**src/rtl/btn_event.sv**
```systemverilog
// Button gesture classifier: turns a debounced level plus a 1 ms tick into
// single-cycle press/release/short/double/long/repeat event pulses.
module btn_event #(
    parameter int LONG_MS   = 1000,
    parameter int DOUBLE_MS = 300,
    parameter int REPEAT_MS = 200
) (
    input  logic clk_100Mhz,
    input  logic rst,
    input  logic tick,
    input  logic btn_db,
    output logic press_pulse,
    output logic release_pulse,
    output logic short_pulse,
    output logic double_pulse,
    output logic long_pulse,
    output logic repeat_pulse
);

    // state  | meaning
    // IDLE   | released, no gesture in progress
    // PRESS1 | first press held, timing toward long press
    // WAIT2  | released after a short press, double-click window open
    // PRESS2 | second press of a double click held, no long detection
    // LONG   | long hold, emitting auto-repeat
    typedef enum logic [2:0] {
        S_IDLE   = 3'd0,
        S_PRESS1 = 3'd1,
        S_WAIT2  = 3'd2,
        S_PRESS2 = 3'd3,
        S_LONG   = 3'd4
    } state_t;

    localparam logic [10:0] LONG_LAST   = 11'(LONG_MS - 1);
    localparam logic [10:0] DOUBLE_LAST = 11'(DOUBLE_MS - 1);
    localparam logic [10:0] REPEAT_LAST = 11'(REPEAT_MS - 1);

    state_t      state_q, state_d;
    logic [10:0] cnt_q, cnt_d;
    logic        btn_d_q;
    logic        press_q, press_d;
    logic        release_q, release_d;
    logic        short_q, short_d;
    logic        double_q, double_d;
    logic        long_q, long_d;
    logic        repeat_q, repeat_d;
    logic        rise, fall;

    assign rise = btn_db & ~btn_d_q;
    assign fall = ~btn_db & btn_d_q;

    always_comb begin
        state_d   = state_q;
        cnt_d     = cnt_q;
        press_d   = 1'b0;
        release_d = 1'b0;
        short_d   = 1'b0;
        double_d  = 1'b0;
        long_d    = 1'b0;
        repeat_d  = 1'b0;
        case (state_q)
            S_IDLE: begin
                if (rise) begin
                    state_d = S_PRESS1;
                    cnt_d   = '0;
                    press_d = 1'b1;
                end
            end
            // Edge checks come first so a coincident tick is neither counted
            // nor allowed to fire a timeout.
            S_PRESS1: begin
                if (fall) begin
                    state_d   = S_WAIT2;
                    cnt_d     = '0;
                    release_d = 1'b1;
                end else if (tick && cnt_q == LONG_LAST) begin
                    state_d = S_LONG;
                    cnt_d   = '0;
                    long_d  = 1'b1;
                end else if (tick) begin
                    cnt_d = cnt_q + 11'd1;
                end
            end
            S_WAIT2: begin
                if (rise) begin
                    state_d  = S_PRESS2;
                    cnt_d    = '0;
                    press_d  = 1'b1;
                    double_d = 1'b1;
                end else if (tick && cnt_q == DOUBLE_LAST) begin
                    state_d = S_IDLE;
                    cnt_d   = '0;
                    short_d = 1'b1;
                end else if (tick) begin
                    cnt_d = cnt_q + 11'd1;
                end
            end
            S_PRESS2: begin
                if (fall) begin
                    state_d   = S_IDLE;
                    cnt_d     = '0;
                    release_d = 1'b1;
                end
            end
            S_LONG: begin
                if (fall) begin
                    state_d   = S_IDLE;
                    cnt_d     = '0;
                    release_d = 1'b1;
                end else if (tick && cnt_q == REPEAT_LAST) begin
                    cnt_d    = '0;
                    repeat_d = 1'b1;
                end else if (tick) begin
                    cnt_d = cnt_q + 11'd1;
                end
            end
            default: begin
                state_d = S_IDLE;
                cnt_d   = '0;
            end
        endcase
    end

    always_ff @(posedge clk_100Mhz) begin
        if (rst) begin
            state_q   <= S_IDLE;
            cnt_q     <= '0;
            btn_d_q   <= 1'b0;
            press_q   <= 1'b0;
            release_q <= 1'b0;
            short_q   <= 1'b0;
            double_q  <= 1'b0;
            long_q    <= 1'b0;
            repeat_q  <= 1'b0;
        end else begin
            state_q   <= state_d;
            cnt_q     <= cnt_d;
            btn_d_q   <= btn_db;
            press_q   <= press_d;
            release_q <= release_d;
            short_q   <= short_d;
            double_q  <= double_d;
            long_q    <= long_d;
            repeat_q  <= repeat_d;
        end
    end

    assign press_pulse   = press_q;
    assign release_pulse = release_q;
    assign short_pulse   = short_q;
    assign double_pulse  = double_q;
    assign long_pulse    = long_q;
    assign repeat_pulse  = repeat_q;

endmodule

```
**config.mk**
```make
export PLATFORM = sky130hd
export DESIGN_NAME = btn_event
export DESIGN_NICKNAME = d
export VERILOG_FILES = /design/src/rtl/btn_event.sv
export SDC_FILE = /design/constraint.sdc
export NUM_CORES = 1
export LEC_CHECK = 0
export CELL_PAD_IN_SITES_DETAIL_PLACEMENT = 1
export CELL_PAD_IN_SITES_GLOBAL_PLACEMENT = 2
export CORE_MARGIN = 2
export CORE_UTILIZATION = 31
export DETAILED_ROUTE_END_ITERATION = 16
export GPL_ROUTABILITY_DRIVEN = 0
export GPL_TIMING_DRIVEN = 1
export PLACE_DENSITY_LB_ADDON = 0.1
export SETUP_SLACK_MARGIN = 0.1
export SLEW_MARGIN = 15
export SYNTH_ARGS = -nofsm -noshare
export SYNTH_HDL_FRONTEND = slang
export SYNTH_SLANG_ARGS = --single-unit
```
**constraint.sdc**
```tcl
create_clock -name clk_100Mhz -period 2.4 [get_ports clk_100Mhz]
set_input_delay 0.48 -clock clk_100Mhz [delete_from_list [all_inputs] [get_ports clk_100Mhz]]
set_output_delay 0.48 -clock clk_100Mhz [all_outputs]
set_load 0.1 [all_outputs]
```
==> run summary, run 1 <==
status: finished clean
fin. max-slew vios: 0
Final Util: 38.0%
cell total after placement: 189
vias in the first global route: 1065
Seq/Total Area, Yosys: 35.4%
H-tree level count: 1
most common cell in the netlist: dfxtp_1
initial antenna violation count: 0
area share of the largest cell type after synthesis: 35.4%
Avg Cell Area, Syn: 9.00 sq um
first-pass GRT wire length: 5360 microns
final setup violation count: 0
CP Launch Type: input port
fmax: 0.472 GHz
final net count: 152
Ports: 10
Starting Density: 32.5%
row count: 22
share of cells above drive strength 1: 20.7%
total core area: 3660 sq um
Tmin final: 2.12 ns
IO buf count: 9
Worst EP required: 2.61 ns
Die Width: 65.9 microns
post-route ant nets: 0
Post-synth EDFFs: 0
total track usage: 16.9%
Final Hold Viols: 0
Peak VDD IR: 0.298 mV
via count: 1054
critical path type: input port to flip-flop
clock transition at the registers of the reported paths: 0.08 ns
largest net degree at the start of global routing: 18
Most used DFF post-synth: dfxtp_1
Design Power: 755 uW
endpoint type of the worst setup path: flip-flop
Synth Cell Area: 1190 sq um
synth cell count leaders: dfxtp_1, nor2_1, nand2_1
wire per inst: 16.9 microns
Worst-Skew Late Latency: 0.27 ns
syn nets: 138
Final Skew: 0.0103 ns
CTS root buffer: clkbuf_8
remaining global-route overflow: 0
fin area: 1390 sq um
drt via density: 5.46
Hold Crit Class: flip-flop to flip-flop
drc violations: 0
cell taking the most area after synthesis: dfxtp_1
Yosys cell types: 49
first-pass detailed-route iteration total: 4
asr flop ratio synth: 0%
Die Span Y: 65.9 microns
Die ar.: 4350 sq um
Max clock buf depth: 2
CTS hold repair buffers: 0
Post-Synthesis Cells: 132
antenna cells: 0
Post-CTS Setup Bufs: 0
Post-Layout Cell Count: 193
CP arrival: 2.33 ns
final hold slack: 0.535 ns
Max transition margin: 49.8%
area grow syn2layout: 17.1%
largest cells by area after synthesis: dfxtp_1, nor2_1, nand2b_1, xor2_1, nand2_1
Leakage Power: 0.516 nW
DP Wirelength: 2530 microns
CP max FO: 8
area post-placement: 1340 sq um
RSZ-0062 raised after global routing: false
crit share post-route: 88.3%
Num CTS Buffers: 3
DRT Wirelength: 3260 microns
CTS tree: built
Yosys warning count: 0
Initial DRC Count: 33
Max-Cap Viols: 0
clock sinks: 21
Yosys reg bits: 21
Worst-Margin Slew: 0.747 ns
Power Dens Cells: 543 nW/um^2
registers in the layout, summed over array words and instances, names as in the netlist:
signal         cells
press_pulse        1
double_pulse       1
release_pulse      1
repeat_pulse       1
btn_d_q            1
state_q            3
long_pulse         1
short_pulse        1
cnt_q             11
per-stage QoR:
| step | worst slack, ns | TNS, ns |
|---|---|---|
| floorplan | 0.634 | 0 |
| global placement | 0.0496 | 0 |
| detailed placement | -0.124 | -0.124 |
| CTS | 0.146 | 0 |
| global route | 0.159 | 0 |
| finish | 0.280 | 0 |
cell type report:
class                      count  area (sq um)
clock buffer                   4          45.0
fill                         443          2270
inverter                       3          11.3
multi-input combinational    101           727
sequential                    21           420
tap                           48          60.1
timing repair buffer          16           128
metal layers:
layer  track usage, %  routed length [microns]
met1             21.8                     1590
met3             4.09                       90
met4             6.51                       49
met2             27.1                     1540
met5                0                        0
cell families after synthesis:
| group | synth area share, % |
|---|---|
| AND/OR/NAND/NOR | 30.3 |
| XOR/XNOR | 3.68 |
| flip-flops | 35.4 |
| buffers and inverters | 3.68 |
| adder cells (fa/ha/maj) | 2.10 |
| AO/OA/AOI/OAI | 24.8 |
layout by cell type, fill, tap and decap left out, types with 2 or more instances in the layout:
cell type	n
a2111oi_0	3
a211oi_1	3
a21oi_1	2
a221o_1	2
a22o_1	2
a311o_1	2
and2_1	4
buf_4	13
clkbuf_8	3
clkdlybuf4s50_1	3
dfxtp_1	21
ha_1	2
inv_1	3
nand2_1	9
nand2b_1	6
nand3_1	3
nand4_1	3
nor2_1	12
nor2b_1	2
nor3_1	5
nor3_2	2
nor4_1	2
o2111a_1	2
o211ai_1	2
o21ai_0	6
xor2_1	4
worst max-delay path, cell delays in order:
cell and delay [ns]:
clkdlybuf4s50_1 0.54, nor2b_2 0.09, nor3_2 0.31, a22oi_4 0.19, a2111oi_0 0.53, a311o_1 0.19
repair_timing:
item	4_1_cts	5_1_grt
setup endpoints to repair	0	1
hold endpoints to repair	0	0
gates resized for setup	0	1
worst paths after layout:
path | from | endpoint | slack, ns | cells past startpoint
max reg2reg | cnt_q[1]$_SDFFE_PP0P_ | cnt_q[5]$_SDFFE_PP0P_ | 0.38 | 7
min | cnt_q[8]$_SDFFE_PP0P_ | cnt_q[8]$_SDFFE_PP0P_ | 0.53 | 2
max | btn_db | cnt_q[4]$_SDFFE_PP0P_ | 0.28 | 6
min reg2reg | cnt_q[8]$_SDFFE_PP0P_ | cnt_q[8]$_SDFFE_PP0P_ | 0.53 | 2
report_power, final:
| group | leakage, nW | internal, mW | total, mW | switching [mW] |
|---|---|---|---|---|
| Clock | 0.0228 | 0.118 | 0.237 | 0.119 |
| Combinational | 0.323 | 0.0539 | 0.144 | 0.0902 |
| Sequential | 0.170 | 0.359 | 0.374 | 0.0146 |
| Total | 0.516 | 0.532 | 0.755 | 0.223 |
Note: power is estimated with default switching activity, not from simulation.
==> inputs of run 2 (changes only) <==
--- a/config.mk
+++ b/config.mk
@@ -8,5 +8,4 @@
 export CELL_PAD_IN_SITES_DETAIL_PLACEMENT = 1
 export CELL_PAD_IN_SITES_GLOBAL_PLACEMENT = 2
-export CORE_MARGIN = 2
 export CORE_UTILIZATION = 31
 export DETAILED_ROUTE_END_ITERATION = 16
==> constraint.sdc (replaced) <==
create_clock -name clk_100Mhz -period 2.4 [get_ports clk_100Mhz]
set_input_delay 0.48 -clock clk_100Mhz [delete_from_list [all_inputs] [get_ports clk_100Mhz]]
set_output_delay 0.48 -clock clk_100Mhz [all_outputs]
set_load 0.02 [all_outputs]
==> run 2 against run 1 <==
Cell count unchanged. Flip-flop and latch count is the same. Sequential power about the same. Die area shrank 6.0%. Global-route usage grew 0.22 points. Setup slack worse by 0.0071 ns. Non-clock buffer count unchanged. Critical path type unchanged. Largest cell class unchanged.
==> run summary, run 2 (synthesis results as in run 1) <==
most frequent cells in the layout: dfxtp_1, nor2_1, nand2_1, clkdlybuf4s50_1, buf_4
row count: 22 (unchanged)
initial antenna violation count: 0 (unchanged)
P_sw: 204 uW (-8.8%)
final setup violation count: 0 (unchanged)
fin area: 1400 sq um (+0.90%)
post-route ant nets: 0 (unchanged)
Worst EP required: 2.56 ns (-0.05 ns)
IO buf count: 9 (unchanged)
RSZ-0062 raised after global routing: false
fin. max-slew vios: 0 (unchanged)
CTS tree: built
Leakage Power: 0.503 nW (-2.4%)
Int Pwr: 530 uW (-0.26%)
share of cells above drive strength 1: 15.9% (-4.8 points)
remaining global-route overflow: 0 (unchanged)
Max clock buf depth: 2 (unchanged)
drt via density: 5.38 (-1.5%)
Die Span Y: 63.9 microns (-3.0%)
# fillers: 418 (-5.6%)
Comb power frac: 17.4% (-1.7 points)
via count: 1038 (-1.5%)
fmax: 0.470 GHz (-0.33%)
dpl ws: 0.0394 ns (+0.163 ns)
Tmin final: 2.13 ns (+0.00709 ns)
switching portion of total power: 27.8% (-1.8 points)
clock sinks: 21 (unchanged)
drc violations: 0 (unchanged)
Most flops, register: cnt_q
post_cts resized: 0 (unchanged)
final worst slack: 0.273 ns (-0.00709 ns)
Seq pwr share: 50.9% (+1.4 points)
Hold Crit Class: flip-flop to flip-flop
area post-placement: 1360 sq um (+1.1%)
crit share post-route: 88.6% (+0.30 points)
DRT Wirelength: 3050 microns (-6.6%)
Num CTS Buffers: 3 (unchanged)
wire per inst: 15.8 microns (-6.6%)
commonest non-fill, non-tap cell in the layout: dfxtp_1
H-tree level count: 1 (unchanged)
Post-Layout Cell Count: 193 (unchanged)
clock transition at the registers of the reported paths: 0.08 ns (about the same)
Worst-Margin Slew: 0.718 ns (-0.0283 ns)
endpoint type of the worst setup path: flip-flop
Max transition margin: 51.7% (+1.9 points)
Die Width: 63.9 microns (-3.0%)
critical path type: input port to flip-flop
total track usage: 17.2% (+0.22 points)
max reg flops: 11 (unchanged)
register area: 420 sq um (unchanged)
Starting Density: 32.5% (unchanged)
Final Hold Viols: 0 (unchanged)
status: finished clean
area grow syn2layout: 18.1%
CTS hold repair buffers: 0 (unchanged)
area of the multi-input gates: 724 sq um (-0.34%)
Top Registers: cnt_q x11, state_q x3
largest net degree at the start of global routing: 18 (unchanged)
first-pass detailed-route iteration total: 4 (unchanged)
vias in the first global route: 1075 (+0.94%)
total core area: 3660 sq um (unchanged)
CTS root buffer: clkbuf_8
CP max FO: 5 (-3)
Max-Cap Viols: 0 (unchanged)
Ports: 10 (unchanged)
post-route setup TNS: 0 ns (unchanged)
Peak VDD IR: 0.177 mV (-41%)
antenna cells: 0 (unchanged)
final net count: 152 (unchanged)
Die ar.: 4090 sq um (-6.0%)
first-pass GRT wire length: 5390 microns (+0.50%)
DP Wirelength: 2340 microns (-7.6%)
CP arrival: 2.28 ns (-0.05 ns)
cell total after placement: 189 (unchanged)
Worst-Skew Late Latency: 0.26 ns (about the same)
Post-CTS Setup Bufs: 0 (unchanged)
Power Dens Cells: 523 nW/um^2 (-3.6%)
Initial DRC Count: 37 (+12%)
share of total power in the clock network: 31.7% (+0.3 points)
Final Skew: 0.00195 ns (-0.00840 ns)
CP Launch Type: input port
## run 2: cell count changes in the layout (fill, tap and decap cells not counted)
cell,previous run,this run
nor2b_2,1,0
nor2b_1,2,3
clkdlybuf4s50_1,3,9
buf_4,13,7
## run 2: power groups by stage
stage | logic (mW) | clock network, mW | registers, mW
after floorplan | 0.0842 | 0 | 0.375
after global placement | 0.127 | 0 | 0.381
after detailed placement | 0.128 | 0 | 0.382
after CTS | 0.128 | 0.244 | 0.374
after global routing | 0.141 | 0.265 | 0.376
final | 0.128 | 0.233 | 0.374
## run 2: per-stage QoR
| step | total power [mW] | utilization (%) | hold WS (ns) |
|---|---|---|---|
| 3_3_place_gp | 0.508 | 37.1 | 0.510 |
| 3_5_place_dp | 0.509 | 37.1 | 0.525 |
| 4_1_cts | 0.746 | 38.3 | 0.543 |
| 6_report | 0.734 | 38.3 | 0.536 |
| 2_1_floorplan | 0.460 | - | 0.476 |
| 5_1_grt | 0.782 | 38.3 | 0.573 |
## run 2: final timing paths
kind | from | to | slack [ns] | cells past startpoint
max | tick | cnt_q[5]$_SDFFE_PP0P_ | 0.27 | 7
min | cnt_q[1]$_SDFFE_PP0P_ | cnt_q[1]$_SDFFE_PP0P_ | 0.54 | 2
max reg2reg | cnt_q[1]$_SDFFE_PP0P_ | cnt_q[5]$_SDFFE_PP0P_ | 0.38 | 7
min reg2reg | cnt_q[1]$_SDFFE_PP0P_ | cnt_q[1]$_SDFFE_PP0P_ | 0.54 | 2
## run 2: critical path, stage by stage
cell             delay, ns
clkdlybuf4s50_1       0.49
and4bb_4              0.28
nand4_2               0.17
a22o_1                0.30
o31ai_1               0.33
buf_4                 0.19
nor2_1                0.04
## run 2: layout make-up
type	instances	share of cell area (%)
clock buffer	4	3.21
multi-input combinational	101	51.6
inverter	3	0.802
sequential	21	29.9
timing repair buffer	16	10.2
tap	48	4.28
## run 2: per-layer routing
layer / part of all wire, % / global-route usage, % / vias to the layer above
li1: - / - / 521
met1: 51 / 23.7 / 504
met2: 46 / 27.3 / 11
met3: 2.0 / 2.68 / 2
met4: 0.62 / 5.11 / 0
met5: 0 / 0 / -
==> inputs of run 3 (changes only) <==
- CAP_MARGIN: default -> 20
- TNS_END_PERCENT: default -> 10
- clock period: 2.4 -> 2.5 ns (I/O delays scaled with it)
==> run 3 against run 2 <==
Non-clock buffer count is 1 lower. Register-to-register slack improved by 0.13 ns. Routed wire length grew 1.5%. First-iteration DRC count down 5.4%. Critical path type unchanged. Largest cell class unchanged. Highest routed layer unchanged.
==> run summary, run 3 (synthesis results as in run 1) <==
status: finished clean
Ports: 10 (unchanged)
CP Launch Type: input port
Crit. path cell count: 6 (-1)
Power Dens Cells: 505 nW/um^2 (-3.4%)
remaining global-route overflow: 0 (unchanged)
r2r endpoint: cnt_q[7]$_SDFFE_PP0P_
Worst R2R Start: cnt_q[1]$_SDFFE_PP0P_
total core area: 3660 sq um (unchanged)
most frequent cells in the layout: dfxtp_1, nor2_1, nand2_1, clkdlybuf4s50_1
switching portion of total power: 28.3% (+0.57 points)
RSZ-0062 raised after global routing: false
vias in the first global route: 1010 (-6.0%)
CP arrival: 2.27 ns (about the same)
Max-Cap Viols: 0 (unchanged)
critical path type: input port to flip-flop
# fillers: 448 (+7.2%)
Peak VDD IR: 0.342 mV (+93%)
Hold Path Origin: cnt_q[1]$_SDFFE_PP0P_
Seq pwr share: 50.7% (-0.2 points)
drc violations: 0 (unchanged)
fin. max-slew vios: 0 (unchanged)
Starting Density: 32.5% (unchanged)
first-pass GRT wire length: 5270 microns (-2.2%)
Die Span Y: 63.9 microns (unchanged)
row count: 22 (unchanged)
Worst-Margin Slew: 0.722 ns (+0.00381 ns)
first-pass detailed-route iteration total: 4 (unchanged)
antenna cells: 0 (unchanged)
Worst-Skew Late Latency: 0.26 ns (about the same)
Hold Crit Class: flip-flop to flip-flop
Int Pwr: 507 uW (-4.3%)
CTS root buffer: clkbuf_8
CP bufs+invs: 1 (-1)
H-tree level count: 1 (unchanged)
final net count: 151 (-0.66%)
max reg flops: 11 (unchanged)
crit share post-route: 85.4%
Leakage Power: 0.499 nW (-0.89%)
sequence of cells on the critical path: clkdlybuf4s50_1 -> and4bb_4 -> nand4_2 -> a22o_1 -> o31ai_2 -> nor2_1
initial antenna violation count: 0 (unchanged)
P_sw: 200 uW (-1.6%)
r2r worst-path depth: 6 (-1)
Max clock buf depth: 2 (unchanged)
Top Registers: cnt_q x11, state_q x3
final setup violation count: 0 (unchanged)
drt via density: 5.56 (+3.3%)
dpl ws: -0.0718 ns (-0.111 ns)
Most flops, register: cnt_q
clock transition at the registers of the reported paths: 0.08 ns (about the same)
post-route ant nets: 0 (unchanged)
total track usage: 17.1% (-0.075 points)
fin area: 1400 sq um (-0.18%)
slowest stage delay, CP: 0.49 ns (about the same)
Worst EP required: 2.64 ns (+0.08 ns)
IO buf count: 9 (unchanged)
fmax: 0.469 GHz
Max transition margin: 51.5% (-0.26 points)
area grow syn2layout: 17.9%
wire per inst: 16.1 microns (+2.0%)
worst hold stages: 2 (unchanged)
share of total power in the clock network: 31.9% (+0.2 points)
Top delay family on crit path: compound AO/OA/AOI/OAI gates
Num CTS Buffers: 3 (unchanged)
CP max FO: 5 (unchanged)
Critical-path top delay cell: clkdlybuf4s50_1
area post-placement: 1350 sq um (-0.55%)
Hold EP: cnt_q[1]$_SDFFE_PP0P_
final worst slack: 0.366 ns (+0.0930 ns)
CTS tree: built
Comb power frac: 17.4% (about the same)
share of cells above drive strength 1: 16.0% (+0.11 points)
commonest non-fill, non-tap cell in the layout: dfxtp_1
Tmin final: 2.13 ns
endpoint type of the worst setup path: flip-flop
Final Hold Viols: 0 (unchanged)
via count: 1067 (+2.8%)
DP Wirelength: 2300 microns (-1.7%)
setup slack, reg-to-reg: 0.51 ns (+0.13 ns)
Die Width: 63.9 microns (unchanged)
Final Skew: 0.00270 ns (+0.000747 ns)
largest net degree at the start of global routing: 18 (unchanged)
Initial DRC Count: 35 (-5.4%)
DRT Wirelength: 3090 microns (+1.5%)
Die ar.: 4090 sq um (unchanged)
clock sinks: 21 (unchanged)
## run 3: power groups by stage
stage / sequential, mW / combinational [mW] / clock [mW]
detailed placement: 0.367 / 0.122 / 0
global route: 0.362 / 0.135 / 0.246
global placement: 0.367 / 0.120 / 0
floorplan: 0.360 / 0.0809 / 0
CTS: 0.359 / 0.123 / 0.235
finish: 0.359 / 0.123 / 0.226
## run 3: stage by stage
stage | hold slack [ns] | cells | setup TNS [ns] | power [mW] | util, %
finish | 0.526 | 192 | 0 | 0.708 | 38.3
global route | 0.554 | 192 | 0 | 0.742 | 38.3
CTS | 0.533 | 192 | 0 | 0.717 | 38.1
detailed placement | 0.520 | 188 | -0.185 | 0.489 | 36.9
global placement | 0.518 | 188 | -0.260 | 0.487 | 36.9
floorplan | 0.476 | 132 | 0 | 0.441 | -
## run 3: worst max path at each step
stage                                 end                   from  slack (ns)
finish              cnt_q[7]$_SDFFE_PP0P_                   tick        0.37
global placement    cnt_q[7]$_SDFFE_PP0P_                   tick       -0.09
CTS                 cnt_q[7]$_SDFFE_PP0P_                   tick        0.19
detailed placement  cnt_q[7]$_SDFFE_PP0P_                   tick       -0.07
floorplan           cnt_q[9]$_SDFFE_PP0P_  cnt_q[0]$_SDFFE_PP0P_        0.73
global route        cnt_q[7]$_SDFFE_PP0P_                   tick        0.29
## run 3: worst reg2reg max path: stages, from the launching register on
cell and delay (ns):
dfxtp_1 0.41, ha_1 0.18, and4bb_4 0.28, nand4_2 0.16, a22o_1 0.32, o31ai_2 0.42
nor2_1 0.10
## run 3: repair_timing
item / 4_1_cts / 5_1_grt
hold buffers: 0 / 0
buffers inserted: 0 / 0
setup endpoints to repair: 0 / 1
resized for setup: 0 / 1
## run 3: per-layer routing
layer | part of all wire (%) | track usage, % | routed length (microns)
met1 | 49 | 23.4 | 1530
met2 | 44 | 25.8 | 1350
met3 | 4.6 | 4.29 | 141
met4 | 2.2 | 5.97 | 68
met5 | 0 | 0 | 0
## run 3: final cells by class
type                            instances  area [sq um]  area share [%]
Sequential cell                        21           420            30.0
Tap cell                               48          60.1            4.29
Clock buffer                            4          45.0            3.21
Inverter                                3          11.3           0.804
Multi-Input combinational cell        101           729            52.1
Timing Repair Buffer                   15           135            9.64
==> RTL change 1: new RTL, settings of run 2 <==
The 5 states of `state_t` get a Gray code encoding in 3 bits.
--- a/src/rtl/btn_event.sv
+++ b/src/rtl/btn_event.sv
@@ -24,11 +24,11 @@
     // PRESS2 | second press of a double click held, no long detection
     // LONG   | long hold, emitting auto-repeat
     typedef enum logic [2:0] {
-        S_IDLE   = 3'd0,
-        S_PRESS1 = 3'd1,
-        S_WAIT2  = 3'd2,
-        S_PRESS2 = 3'd3,
-        S_LONG   = 3'd4
+        S_IDLE   = 3'b000,
+        S_PRESS1 = 3'b001,
+        S_WAIT2  = 3'b011,
+        S_PRESS2 = 3'b010,
+        S_LONG   = 3'b110
     } state_t;
 
     localparam logic [10:0] LONG_LAST   = 11'(LONG_MS - 1);
Behaviour: no difference found for any inputs over 10 cycles, from zero or initial values and one cycle with rst high; not proved beyond that.
==> RTL change 1 against run 2 <==
Highest routed layer unchanged; wire length is 0.46% lower; final area shrank 1.8%; register-to-register slack got worse by 100 ps; sequential cell count unchanged; utilization rose by 2.3 points; worst setup slack gained 5.5 ps; count of clock-buffer cells in the layout shrank 1; synthesized area shrank 5.6%; critical path depth unchanged.
Power is not compared: it rests on default switching activity, and its combinational part moved more than twofold at a synthesized area within 25%.
==> RTL change 1: results (changes against run 2) <==
metric;value;unit;change
num-nets-final;161;;+5.9%
leakage;0.497;nW;
p_total;0.000869;W;
drtIter0Drc;46;;+24%
via_per_inst;5.38;;about the same
timing.rr.end;cnt_q[0];;
grt.total_usage;16.8;%;-0.35 points
synth_fp_nets;140;;+1.4%
path_class;flip-flop to flip-flop;;
top_regs;cnt_q x11, state_q x3;;
fin_worst_skew;10.4;ps;+8.41 ps
synth_common_cells;25 x o21ai_0, 21 x dfxtp_1, 9 x nor2_1;;
drive_gt1_share;16.9;%;+1.0 points
muxShareOfSynthArea;1.00;%;+1.0 points
outcome;finished, final reports clean;;
path_max_fanout;10;;+5
worstSkewPairLatency;330;ps;+70 ps
ys_async_sr_fraction;0;%;unchanged
synth-compound-area-share;21.1;%;-3.8 points
grt_pass1_wl;5.19;mm;-3.7%
syn2layout_area_growth;22.9;%;
clkTransAtPathRegs;140;ps;+60 ps
hpwl;2.21;mm;-5.3%
netlist-cell-type-count;45;;-8.2%
hold_ws;520;ps;-16.2 ps
synthTopCellsByArea;dfxtp_1 37%, o21ai_0 11%, nor2b_1 3.3%;;
r2r_slack;280;ps;-100 ps
crit_family;simple AND/OR/NAND/NOR gates;;
critical_path_arrival;2340;ps;+60 ps
cp-start-kind;flip-flop;;
synth-xor-area-share;1.56;%;-2.1 points
finalWirelength;3.03;mm;-0.46%
synth_fa_ha_area_share;2.23;%;+0.12 points
grt_max_degree;16;;-2
cpMaxStageDelayCell;or4b_1;;
fillers;398;;-4.8%
grt_pass1_vias;1079;;+0.37%
cts-root-buf;clkbuf_4;;
reg2reg_depth;7;;unchanged
slew_headroom;68.2;%;+16 points
-- RTL change 1: timing repair --
action | in CTS | in global routing
hold endpoints to repair | 0 | 0
gates resized for setup | 0 | 1
setup endpoints to repair | 0 | 10
buffers inserted | 0 | 1
-- RTL change 1: cell type report --
cell class                      count  share of cell area, %
Inverter                            3                  0.817
Clock buffer                        3                   1.63
Timing Repair Buffer               22                   14.5
Tap cell                           46                   4.17
Multi-Input combinational cell    104                   47.9
Clock inverter                      1                  0.363
Sequential cell                    21                   30.6
-- RTL change 1: metal layers --
layer	up-vias	wire length, um	GRT usage [%]	part of all wire [%]
met3	4	82	2.57	2.7
li1	534	-	-	-
met2	17	1360	26.0	45
met4	0	36	6.40	1.2
met5	-	0	0	0
met1	520	1560	23.4	51
-- RTL change 1: per-stage QoR --
stage | cell area [um^2] | instances | setup slack [ps]
after floorplan | 1120 | 134 | 523
after global placement | 1330 | 195 | 18.9
after detailed placement | 1330 | 195 | 3.03
after CTS | 1360 | 199 | 138
after global routing | 1380 | 200 | 101
final | 1380 | 200 | 279
-- RTL change 1: how the worst min path moves through the flow --
stage | startpoint | endpoint | depth (start not counted)
global route | cnt_q[0] | cnt_q[0] | 1
global placement | cnt_q[8] | cnt_q[8] | 2
floorplan | cnt_q[8] | cnt_q[8] | 2
finish | cnt_q[0] | cnt_q[0] | 1
detailed placement | cnt_q[10] | cnt_q[10] | 2
CTS | cnt_q[10] | cnt_q[10] | 2
-- RTL change 1: kinds of logic after synthesis --
family | count (synthesis)
AND/OR/NAND/NOR | 59
AO/OA/AOI/OAI | 40
flip-flops | 21
buffers and inverters | 9
XOR/XNOR | 2
adder cells (fa/ha/maj) | 2
multiplexers | 1
==> RTL change 2: new RTL, settings of run 2 <==
Without the edit above. Set the parameter `DOUBLE_MS` to 150 (it was 300).
--- a/src/rtl/btn_event.sv
+++ b/src/rtl/btn_event.sv
@@ -2,7 +2,7 @@
 // single-cycle press/release/short/double/long/repeat event pulses.
 module btn_event #(
     parameter int LONG_MS   = 1000,
-    parameter int DOUBLE_MS = 300,
+    parameter int DOUBLE_MS = 150,
     parameter int REPEAT_MS = 200
 ) (
     input  logic clk_100Mhz,
Formal check against the unedited RTL: same outputs for any inputs over 10 cycles, from zero or initial values and one cycle with rst high; that may be too few to reach the edited logic, so the function may still have changed.
==> RTL change 2 against run 2 <==
Synthesized area grew 2.1%; final area grew 7.5%; die area grew 2.0%; sequential cell count is the same; wire length grew 16%; sequential share of layout area shrank 2.1 points; critical endpoint is now cnt_q[8]; highest routed layer unchanged; power grew 5.9%; worst setup slack lost 100 ps; critical path type unchanged.
==> RTL change 2: results (changes against run 2) <==
metric;value;unit;change
outcome;finished, final reports clean;;
yosysSeqAreaShare;34.6;%;-0.73 points
leakage;0.485;nW;-3.6%
hpwl;2.48;mm;+6.3%
via_count;1139;;+9.7%
fillers;447;;+6.9%
grt_pass1_wl;5.58;mm;+3.6%
path_max_fanout;10;;+5
grt.total_usage;18.0;%;+0.80 points
drive_gt1_share;19.0;%;+3.1 points
finalWirelength;3.53;mm;+16%
muxShareOfSynthArea;0;%;unchanged
cts-root-buf;clkbuf_8;;
hp-class;flip-flop to flip-flop;;
drv_cap;0;;unchanged
io_buffers;9;;unchanged
worstSkewPairLatency;270;ps;
netlist-cell-type-count;50;;+2.0%
worst_pin_slew;538;ps;-180 ps
synth-xor-area-share;4.33;%;+0.65 points
ir_worst_vdd;0.190;mV;+7.5%
critical_path_arrival;2380;ps;+100 ps
synth_common_cells;21 x dfxtp_1, 13 x nand2_1, 10 x a211oi_1, 10 x nor2_1, 7 x nand2b_1;;
synth_fp_nets;144;;+4.3%
clkTransAtPathRegs;80;ps;about the same
drtIter0Drc;61;;+65%
critical-path-max-stage-delay;480;ps;
synth_fa_ha_area_share;2.06;%;-0.043 points
pre_cts_slack;-219;ps;-259 ps
cpMaxStageDelayCell;clkdlybuf4s50_1;;
synthTopCellsByArea;dfxtp_1 35%, a211oi_1 6.2%, nand2_1 4.0%;;
num-nets-final;165;;+8.6%
ys.warnings.count;0;;unchanged
grt_max_degree;14;;-4
fin_worst_skew;5.74;ps;+3.79 ps
drt_pass1_iterations;4;;unchanged
cp-start-kind;input port;;
antennaDiodeCount;0;;unchanged
synth-compound-area-share;22.5;%;-2.4 points
## RTL change 2: per-layer routing
layer  track usage [%]  routed length [um]  vias up
li1                  -                   -      557
met4              7.50                  44        0
met1              24.6                1740      556
met2              27.9                1650       22
met3              2.64                 104        4
met5                 0                   0        -
## RTL change 2: metrics by stage
stage	utilization, %	std cells	hold WS (ps)	instance area, um^2
3_3_place_gp	37.9	201	482	1410
5_1_grt	40.6	206	553	1510
4_1_cts	39.6	205	509	1470
3_5_place_dp	37.9	201	497	1410
2_1_floorplan	-	138	457	1210
6_report	40.6	206	503	1510
## RTL change 2: timing repair
action / 4_1_cts / 5_1_grt
cloned: 0 / 1
pin swaps: 0 / 1
endpoints found under the setup margin: 7 / 14
resized for setup: 2 / 4
## RTL change 2: area by class of cell
cell class / instances / area (um^2) / area share, %
clock buffers: 3 / 41.3 / 2.74
well taps: 48 / 60.1 / 3.98
repair buffers: 22 / 188 / 12.4
multi-input cells: 105 / 769 / 51.0
flip-flops and latches: 21 / 420 / 27.9
inverters: 6 / 22.5 / 1.49
clock inverters: 1 / 7.51 / 0.498
## RTL change 2: final timing paths
kind / from / endpoint / slack (ps) / depth (start not counted)
min: cnt_q[10] / cnt_q[10] / 500 / 2
max: tick / cnt_q[8] / 170 / 6
max reg2reg: cnt_q[0] / state_q[1] / 240 / 6
min reg2reg: cnt_q[10] / cnt_q[10] / 500 / 2
## RTL change 2: cells by family (layout without fill, tap and decap cells)
kind of cell	after synthesis	after routing
AO/OA/AOI/OAI	34	35
AND/OR/NAND/NOR	62	62
buffers and inverters	13	32
XOR/XNOR	6	6
flip-flops	21	21
adder cells (fa/ha/maj)	2	2
## RTL change 2: power breakdown
group | switching, W | total, W | internal [W]
combinational | 0.0000967 | 0.000159 | 0.0000625
clock | 0.000129 | 0.000247 | 0.000118
sequential | 0.0000135 | 0.000371 | 0.000358
## RTL change 2: critical path, delay by kind of cell
kind	cells	cell delay [ps]
buf+inv	1	480
compound gates	2	490
simple gates	3	930
